**src/rtl/alu_arbiter_if.sv**
```systemverilog
// Bus bundle between two requesters, the arbiter, a shared ALU and the response consumer.
// The slave modport is the arbiter's view; master is the environment's.
interface alu_arbiter_if;
    logic        req0_valid, req1_valid;
    logic        req0_ready, req1_ready;
    logic [3:0]  req0_op, req1_op;
    logic [31:0] req0_a, req0_b, req1_a, req1_b;
    logic [3:0]  alu_ctr;
    logic [31:0] alu_a, alu_b;
    logic [31:0] alu_result;
    logic        alu_zero;
    logic        rsp_valid, rsp_ready;
    logic        rsp_id;
    logic [31:0] rsp_result;
    logic        rsp_zero;

    modport slave (
        input  req0_valid, req1_valid, req0_op, req1_op,
        input  req0_a, req0_b, req1_a, req1_b,
        input  alu_result, alu_zero, rsp_ready,
        output req0_ready, req1_ready, alu_ctr, alu_a, alu_b,
        output rsp_valid, rsp_id, rsp_result, rsp_zero
    );

    modport master (
        output req0_valid, req1_valid, req0_op, req1_op,
        output req0_a, req0_b, req1_a, req1_b,
        output alu_result, alu_zero, rsp_ready,
        input  req0_ready, req1_ready, alu_ctr, alu_a, alu_b,
        input  rsp_valid, rsp_id, rsp_result, rsp_zero
    );
endinterface

```
**src/rtl/alu_arbiter.sv**
```systemverilog
// Round-robin arbiter sharing one ALU between two requesters; one operation in flight,
// mul/div held in EXEC for MULDIV_HOLD cycles, result captured and handed off in RESP.
module alu_arbiter #(
    parameter int unsigned MULDIV_HOLD = 3
) (
    input logic         clk,
    input logic         reset,
    alu_arbiter_if.slave bus
);
    localparam logic [1:0] IDLE = 2'd0;
    localparam logic [1:0] EXEC = 2'd1;
    localparam logic [1:0] RESP = 2'd2;
    localparam logic [3:0] HOLD = 4'(MULDIV_HOLD);

    logic [1:0]  state_q, state_d;
    logic        last_q, last_d;
    logic        id_q, id_d;
    logic [3:0]  op_q, op_d;
    logic [31:0] a_q, a_d;
    logic [31:0] b_q, b_d;
    logic [3:0]  cnt_q, cnt_d;
    logic [31:0] result_q, result_d;
    logic        zero_q, zero_d;

    logic        grant;
    logic        xfer;
    logic [3:0]  sel_op;

    // Contention goes to whoever did not win last; a lone requester always wins.
    always_comb begin
        if (bus.req0_valid && bus.req1_valid) grant = ~last_q;
        else                                  grant = bus.req1_valid;
        xfer   = (state_q == IDLE) && (bus.req0_valid || bus.req1_valid) && !reset;
        sel_op = grant ? bus.req1_op : bus.req0_op;
    end

    assign bus.req0_ready = xfer & ~grant;
    assign bus.req1_ready = xfer & grant;

    always_comb begin
        state_d  = state_q;
        last_d   = last_q;
        id_d     = id_q;
        op_d     = op_q;
        a_d      = a_q;
        b_d      = b_q;
        cnt_d    = cnt_q;
        result_d = result_q;
        zero_d   = zero_q;
        case (state_q)
            IDLE: begin
                if (xfer) begin
                    last_d  = grant;
                    id_d    = grant;
                    op_d    = sel_op;
                    a_d     = grant ? bus.req1_a : bus.req0_a;
                    b_d     = grant ? bus.req1_b : bus.req0_b;
                    cnt_d   = (sel_op == 4'd8 || sel_op == 4'd9) ? HOLD : 4'd1;
                    state_d = EXEC;
                end
            end
            EXEC: begin
                cnt_d = cnt_q - 4'd1;
                if (cnt_q == 4'd1) begin
                    result_d = bus.alu_result;
                    zero_d   = bus.alu_zero;
                    state_d  = RESP;
                end
            end
            RESP: begin
                if (bus.rsp_ready) state_d = IDLE;
            end
            default: state_d = IDLE;
        endcase
    end

    always_ff @(posedge clk or posedge reset) begin
        if (reset) begin
            state_q  <= IDLE;
            last_q   <= 1'b1;
            id_q     <= 1'b0;
            op_q     <= '0;
            a_q      <= '0;
            b_q      <= '0;
            cnt_q    <= '0;
            result_q <= '0;
            zero_q   <= 1'b0;
        end else begin
            state_q  <= state_d;
            last_q   <= last_d;
            id_q     <= id_d;
            op_q     <= op_d;
            a_q      <= a_d;
            b_q      <= b_d;
            cnt_q    <= cnt_d;
            result_q <= result_d;
            zero_q   <= zero_d;
        end
    end

    assign bus.alu_ctr    = op_q;
    assign bus.alu_a      = a_q;
    assign bus.alu_b      = b_q;
    assign bus.rsp_valid  = (state_q == RESP);
    assign bus.rsp_id     = id_q;
    assign bus.rsp_result = result_q;
    assign bus.rsp_zero   = zero_q;
endmodule

```
**src/flat_wrapper.sv**
```systemverilog
// flat-port wrapper written by rule: the top's interface ports become plain ports
module alu_arbiter_flat 
#(
    parameter int unsigned MULDIV_HOLD = 3
)
  (clk, reset, bus_req0_valid, bus_req1_valid, bus_req0_op, bus_req1_op, bus_req0_a, bus_req0_b, bus_req1_a, bus_req1_b, bus_alu_result, bus_alu_zero, bus_rsp_ready, bus_req0_ready, bus_req1_ready, bus_alu_ctr, bus_alu_a, bus_alu_b, bus_rsp_valid, bus_rsp_id, bus_rsp_result, bus_rsp_zero);
  alu_arbiter_if bus_i ();
  input logic clk;
  input logic reset;
  input wire logic [$bits(bus_i.req0_valid)-1:0] bus_req0_valid;
  input wire logic [$bits(bus_i.req1_valid)-1:0] bus_req1_valid;
  input wire logic [$bits(bus_i.req0_op)-1:0] bus_req0_op;
  input wire logic [$bits(bus_i.req1_op)-1:0] bus_req1_op;
  input wire logic [$bits(bus_i.req0_a)-1:0] bus_req0_a;
  input wire logic [$bits(bus_i.req0_b)-1:0] bus_req0_b;
  input wire logic [$bits(bus_i.req1_a)-1:0] bus_req1_a;
  input wire logic [$bits(bus_i.req1_b)-1:0] bus_req1_b;
  input wire logic [$bits(bus_i.alu_result)-1:0] bus_alu_result;
  input wire logic [$bits(bus_i.alu_zero)-1:0] bus_alu_zero;
  input wire logic [$bits(bus_i.rsp_ready)-1:0] bus_rsp_ready;
  output wire logic [$bits(bus_i.req0_ready)-1:0] bus_req0_ready;
  output wire logic [$bits(bus_i.req1_ready)-1:0] bus_req1_ready;
  output wire logic [$bits(bus_i.alu_ctr)-1:0] bus_alu_ctr;
  output wire logic [$bits(bus_i.alu_a)-1:0] bus_alu_a;
  output wire logic [$bits(bus_i.alu_b)-1:0] bus_alu_b;
  output wire logic [$bits(bus_i.rsp_valid)-1:0] bus_rsp_valid;
  output wire logic [$bits(bus_i.rsp_id)-1:0] bus_rsp_id;
  output wire logic [$bits(bus_i.rsp_result)-1:0] bus_rsp_result;
  output wire logic [$bits(bus_i.rsp_zero)-1:0] bus_rsp_zero;
  assign bus_i.req0_valid = bus_req0_valid;
  assign bus_i.req1_valid = bus_req1_valid;
  assign bus_i.req0_op = bus_req0_op;
  assign bus_i.req1_op = bus_req1_op;
  assign bus_i.req0_a = bus_req0_a;
  assign bus_i.req0_b = bus_req0_b;
  assign bus_i.req1_a = bus_req1_a;
  assign bus_i.req1_b = bus_req1_b;
  assign bus_i.alu_result = bus_alu_result;
  assign bus_i.alu_zero = bus_alu_zero;
  assign bus_i.rsp_ready = bus_rsp_ready;
  assign bus_req0_ready = bus_i.req0_ready;
  assign bus_req1_ready = bus_i.req1_ready;
  assign bus_alu_ctr = bus_i.alu_ctr;
  assign bus_alu_a = bus_i.alu_a;
  assign bus_alu_b = bus_i.alu_b;
  assign bus_rsp_valid = bus_i.rsp_valid;
  assign bus_rsp_id = bus_i.rsp_id;
  assign bus_rsp_result = bus_i.rsp_result;
  assign bus_rsp_zero = bus_i.rsp_zero;
  alu_arbiter #(.MULDIV_HOLD(MULDIV_HOLD)) u_core (.clk(clk), .reset(reset), .bus(bus_i));
endmodule
```
**config.mk**
```make
export PLATFORM = sky130hd
export DESIGN_NAME = alu_arbiter_flat
export DESIGN_NICKNAME = d
export VERILOG_FILES = /design/src/rtl/alu_arbiter_if.sv /design/src/rtl/alu_arbiter.sv /design/src/flat_wrapper.sv
export SDC_FILE = /design/constraint.sdc
export NUM_CORES = 1
export LEC_CHECK = 0
export BUFFER_PORTS_ARGS = -buffer_cell sky130_fd_sc_hd__buf_2
export CORE_MARGIN = 1
export CORE_UTILIZATION = 25
export DETAILED_ROUTE_END_ITERATION = 8
export GPL_TIMING_DRIVEN = 0
export PLACE_DENSITY = 0.53
export SLEW_MARGIN = 20
export SYNTH_ARGS = -nofsm -noshare
export SYNTH_HDL_FRONTEND = slang
export SYNTH_SLANG_ARGS = --single-unit
```
**constraint.sdc**
```tcl
create_clock -name clk -period 3.3 [get_ports clk]
set_clock_uncertainty 0.05 [all_clocks]
set_input_delay 0 -clock clk [delete_from_list [all_inputs] [get_ports clk]]
set_output_delay 0 -clock clk [all_outputs]
set_load 0.05 [all_outputs]
```
# Word-level counts from Yosys, hierarchy flattened
# Index checks and enable logic that the tools add are counted.
# word_totals
regBits,109
inputBits,174
out_inout_bits,105
word_cells,45
# op_classes
n_addsub,1
n_eq_ne,8
muxes,11
n_bitwise,4
n_reduce_logical,12
# op_table
op,count
$mux W32,2
$eq A4 B4 Y1 const B,2
$mux W2,4
$mux W4,2
$pmux W4 S2,1
$pmux W2 S3,1
$reduce_and A2 Y1,3
$eq A4 B1 Y1 const B,1
$ne A2 B1 Y1 const B,2
$sub A4 B1 Y4 const B,1
$logic_and A1 B1 Y1,3
$reduce_and A3 Y1,1
$and A1 B1 Y1,2
$eq A2 B1 Y1 const B,1
$eq A2 B2 Y1 const B,1
$logic_not A2 Y1,1
$logic_or A1 B1 Y1,2
$ne A2 B2 Y1 const B,1
$not A1 Y1,2
$reduce_bool A2 Y1,1
$logic_not A1 Y1,1
$mux W1,1

# Longest topological paths before layout
# depth
word_depth,8
mapped_depth,7
ltp_nobuf,5

# Worst setup path after synthesis
# No wires, ideal clock.
# synth_timing
path_kind,flip-flop to output port
from,reg u_core.state_q[0]
to,out bus_req0_ready
t_arrival_ps,1836
required_ps,3250
slack_ps,1414
stages_incl_launch_ff,5
path_buffers,1
cell_sequence,dfrtp_1 -> or2_2 -> buf_2 -> or2_2 -> nor2_1
# synth_via
elab_chain_cells,4
# synth_lines
item,line,source
from (decl),alu_arbiter.sv:15,"logic [1:0] state_q, state_d;"
from (signal assigned),alu_arbiter.sv:89,state_q <= state_d;
$logic_not A2 Y1,alu_arbiter.sv:33,xfer = (state_q == IDLE) && (bus.req0_valid || bus.req1_valid) && !reset;
$logic_and A1 B1 Y1 (2 in series),alu_arbiter.sv:33,
$and A1 B1 Y1,alu_arbiter.sv:37,assign bus.req0_ready = xfer & ~grant;
to (decl),flat_wrapper.sv:21,output wire logic [$bits(bus_i.req0_ready)-1:0] bus_req0_ready;
# Every way passes these cells.

# Final worst setup path
# layout_timing
from,reg u_core.last_q
to,reg u_core.b_q[30] (netlist: u_core.bus.alu_b[30])
# layout_via
elab_chain_cells,3
# layout_lines
item,line,source
from (decl),alu_arbiter.sv:16,"logic last_q, last_d;"
from (signal assigned),alu_arbiter.sv:90,last_q <= last_d;
$not A1 Y1,alu_arbiter.sv:31,if (bus.req0_valid && bus.req1_valid) grant = ~last_q;
$mux W1,alu_arbiter.sv:31,
$mux W32,alu_arbiter.sv:57,b_d = grant ? bus.req1_b : bus.req0_b;
to (signal assigned),alu_arbiter.sv:84,b_q <= '0;
to (signal assigned),alu_arbiter.sv:94,b_q <= b_d;
to (decl),alu_arbiter.sv:20,"logic [31:0] b_q, b_d;"
# Every way passes these cells.
# A chain may end at the register's enable or synchronous reset.

==> summary.txt <==
Timing
  • RSZ-0062 raised after global routing: false
  • Slew @ Worst Pin: between 0.6 and 0.7 ns
  • Fin crit share: between 70 and 80%
  • Slew Viols, Final: 0
  • Post-route minimum period: 2.58 ns
  • Final Hold Fails: 0
  • Final Worst Setup Slack: about 0.7 ns
  • Fmax: just under 400 MHz
  • Rel. slew slack: ~56%
  • # setup viols final: 0

Final layout
  • P&R area growth vs syn: 71.4%
  • Layout fillers: 1874
  • Share of layout cells above drive strength 1: a little over 60%
  • N_diodes: 0
  • Post-route core utilization: 43.9%
  • Nets: between 900 and 1000

Logic synthesis
  • Mux contribution to synthesized area: between 30% and 40%
  • Post-synthesis sequential area ratio: around 53%
  • Post-synthesis share of cell area spent on xor and xnor gates: 0.169%
  • Share of the synthesized area in the top cell type: 52.0%
  • Mapped Area: between 5000 and 6000 sq um
  • Number of synthesized register bits: roughly 110
  • Synth top area cells: dfrtp_1 52%, mux2_2 30%, mux2_4 8.4%
  • Cell variety after synth: 28
  • Post-synth ARST share: between 90% and 100%
  • Synthesized-area fraction occupied by adder cells: less than 1%
  • Top FF cell, synth: dfrtp_1
  • Post-Syn Area per Cell: approximately 15 sq um
  • Yosys warns: 0
  • Largest family of logic cells by synthesized area: multiplexers
  • Number of synthesized flops with an enable pin: 0
  • Most frequent cells after synthesis: 138 x mux2_2, 108 x dfrtp_1, 29 x mux2_4, 9 x buf_2, 8 x buf_6
  • Synth Net Count: between 500 and 600
  • Gate Count Post-Synth: between 300 and 400
  • Compound-gate portion of the synthesized area: between 1.5 and 2%
  • Synth Area in Simple Gates: under 10%
  • Most frequent cell after synthesis: mux2_2
  • Cell taking the most area after synthesis: dfrtp_1

Global route
  • First-pass GRT wire length: about 25 mm
  • GR Overflow Total: 0
  • Initial antenna violation count: 0
  • Vias in the first global route: around 5000
  • GR Util All Layers: 14.7%
  • Largest net degree at the start of global routing: 62

Routing
  • DR WL/cell: between 10 and 15 um
  • DRC violations left: 0
  • Vias per cell: 4.14
  • Top routing layer in use: met4
  • Met1 Routed Length: about 6.5 mm
  • Routed wl met2: about 8 mm
  • Post-Route WL: 15.5 mm
  • Pre-Repair DR Iteration Count: 4
  • Post-route antenna net violation count: 0
  • Vias: 4417
  • Initial DRC count: 58
  • Routed met3 length: 796 um

Floorplanning
  • Area of the core: roughly 20000 sq um
  • Die height: about 150 um
  • Total die area: roughly 21000 sq um
  • IO Pins: around 280
  • Standard-cell rows: 52
  • Die W: between 100 and 150 um
  • Initial core utilization: about a quarter

Min path
  • Min-delay worst type: in -> reg

Worst setup path
  • CP arrival: 2.75 ns
  • CP Capture Type: flip-flop
  • Max stage delay on crit path: roughly 0.56 ns
  • CP Cell Sequence: a21boi_0 > buf_2 > buf_2 > mux2_2 > dlygate4sd3_1 > mux2_2
  • Crit-path slowest cell: dlygate4sd3_1
  • CP top delay family: buffers and inverters
  • Critical Path RT: 3.47 ns
  • CP max FO: 10
  • Setup CP Type: reg -> reg
  • Buf+Inv Stages, Crit Path: 3
  • Worst Setup Start Kind: flip-flop

CTS
  • CTS tree: yes
  • Clock tree buffer depth: 2
  • # clock sinks: between 100 and 150
  • Post-CTS sizing: 0
  • H-tree depth: 3
  • Clk slew on worst S/H paths: ~0.070 ns
  • Worst skew pair latency: 0.35 ns
  • CTS root buf: clkbuf_16
  • Total CTS buffers: 9

Status
  • Outcome: complete, no violations

Place
  • Post-DP HPWL: roughly 10 mm
  • Port Buf Inserts: approximately 280
  • Routability cong.: slightly above 0.8
  • DP Worst Slack: about 1.2 ns

Power
  • P per Cell Area: roughly 950 nW/um^2
  • Worst vdd ir: ~0.00052 V
  • Leakage: about 4.3 nW

Flow run
  • Max Cap Viol: 0
==> layer usage <==
metal,track usage (%),up-vias
li1,-,2115
met3,2.59,17
met5,0,-
met1,17.1,2114
met4,5.36,0
met2,27.0,171
==> state kept, by name (all words and copies together) (netlist names) <==
signal	cells
u_core.bus.alu_a	32
u_core.bus.alu_b	32
u_core.bus.alu_ctr	4
u_core.bus.rsp_id	1
u_core.bus.rsp_result	32
u_core.bus.rsp_zero	1
u_core.cnt_q	4
u_core.last_q	1
u_core.state_q	2
==> report_power, final <==
| group | leakage, nW | switching, W | internal [W] |
|---|---|---|---|
| Sequential | 1.28 | 0.000365 | 0.00202 |
| Clock | 0.136 | 0.000489 | 0.000535 |
| Combinational | 2.85 | 0.00327 | 0.00178 |
| Total | 4.26 | 0.00412 | 0.00433 |
==> per-stage QoR <==
| stage | TNS (ns) | hold slack, ns | total power, W | instance area (sq um) | cells |
|---|---|---|---|---|---|
| 2_1_floorplan | 0 | 0.0576 | 0.00609 | 5190 | 336 |
| 3_3_place_gp | -98.74 | 0.167 | 0.00715 | 6920 | 884 |
| 3_5_place_dp | 0 | 0.0225 | 0.00722 | 6960 | 885 |
| 4_1_cts | 0 | 0.00789 | 0.00853 | 8910 | 1068 |
| 5_1_grt | 0 | 0.00482 | 0.00887 | 8910 | 1068 |
| 6_report | 0 | 0.0189 | 0.00846 | 8910 | 1068 |
==> layout make-up <==
cell class | instances | area (sq um) | area share [%]
repair buffers | 446 | 3090 | 34.7
inverters | 4 | 20.0 | 0.225
clock inverters | 5 | 35.0 | 0.393
clock buffers | 11 | 243 | 2.73
plain buffers | 20 | 195 | 2.19
well taps | 270 | 338 | 3.79
flip-flops and latches | 109 | 2730 | 30.6
multi-input cells | 203 | 2260 | 25.3
==> worst min-delay path: stages <==
cell,delay (ns)
buf_2,0.10
mux2_2,0.14
mux2_2,0.13
==> worst paths after layout <==
kind | startpoint | to | slack (ns) | cells past startpoint
max | u_core.last_q | u_core.bus.alu_b[30] | 0.72 | 6
min | bus_req0_b[4] | u_core.bus.alu_b[4] | 0.02 | 3
max reg2reg | u_core.last_q | u_core.bus.alu_b[30] | 0.72 | 6
min reg2reg | u_core.cnt_q[3] | u_core.cnt_q[3] | 0.43 | 1
max in group asynchronous | reset | u_core.bus.alu_ctr[1] | 2.34 | 4
min in group asynchronous | reset | u_core.bus.alu_a[11] | 0.19 | 3
==> layout by cell type, fill, tap and decap left out <==
cell type	instances
dfrtp_1	108
clkinv_4	1
dlygate4sd3_1	167
nand2b_1	2
ha_1	2
clkbuf_1	1
mux2_4	29
o21a_1	1
clkinvlp_4	1
and2_1	1
mux2_2	138
dfstp_2	1
buf_12	3
clkbuf_8	1
a2bb2oi_1	1
nor3b_1	2
o211ai_1	2
nand2b_4	1
nor2_1	2
nor2_4	1
o21ai_0	7
a21boi_0	1
inv_1	3
xor2_1	1
clkbuf_16	9
buf_6	8
buf_2	287
nor4_1	1
or2_2	2
clkinv_2	2
inv_6	2
or3_1	1
buf_16	1
nand3b_1	2
mux2i_1	4
a21oi_1	1
o21bai_1	1
==> cell families (layout without fill, tap and decap cells) <==
kind of cell | Yosys count | after routing
flops | 109 | 109
xor+xnor | 1 | 1
simple gates | 15 | 15
compound gates | 14 | 14
mux | 171 | 171
buf+inv | 24 | 486
fa+ha+maj | 2 | 2
==> timing repair <==
action	in CTS	in global routing
endpoints found under the hold margin	149	0
setup buffers	0	0
hold buffers	167	0
(Power assumes the default switching activity.)
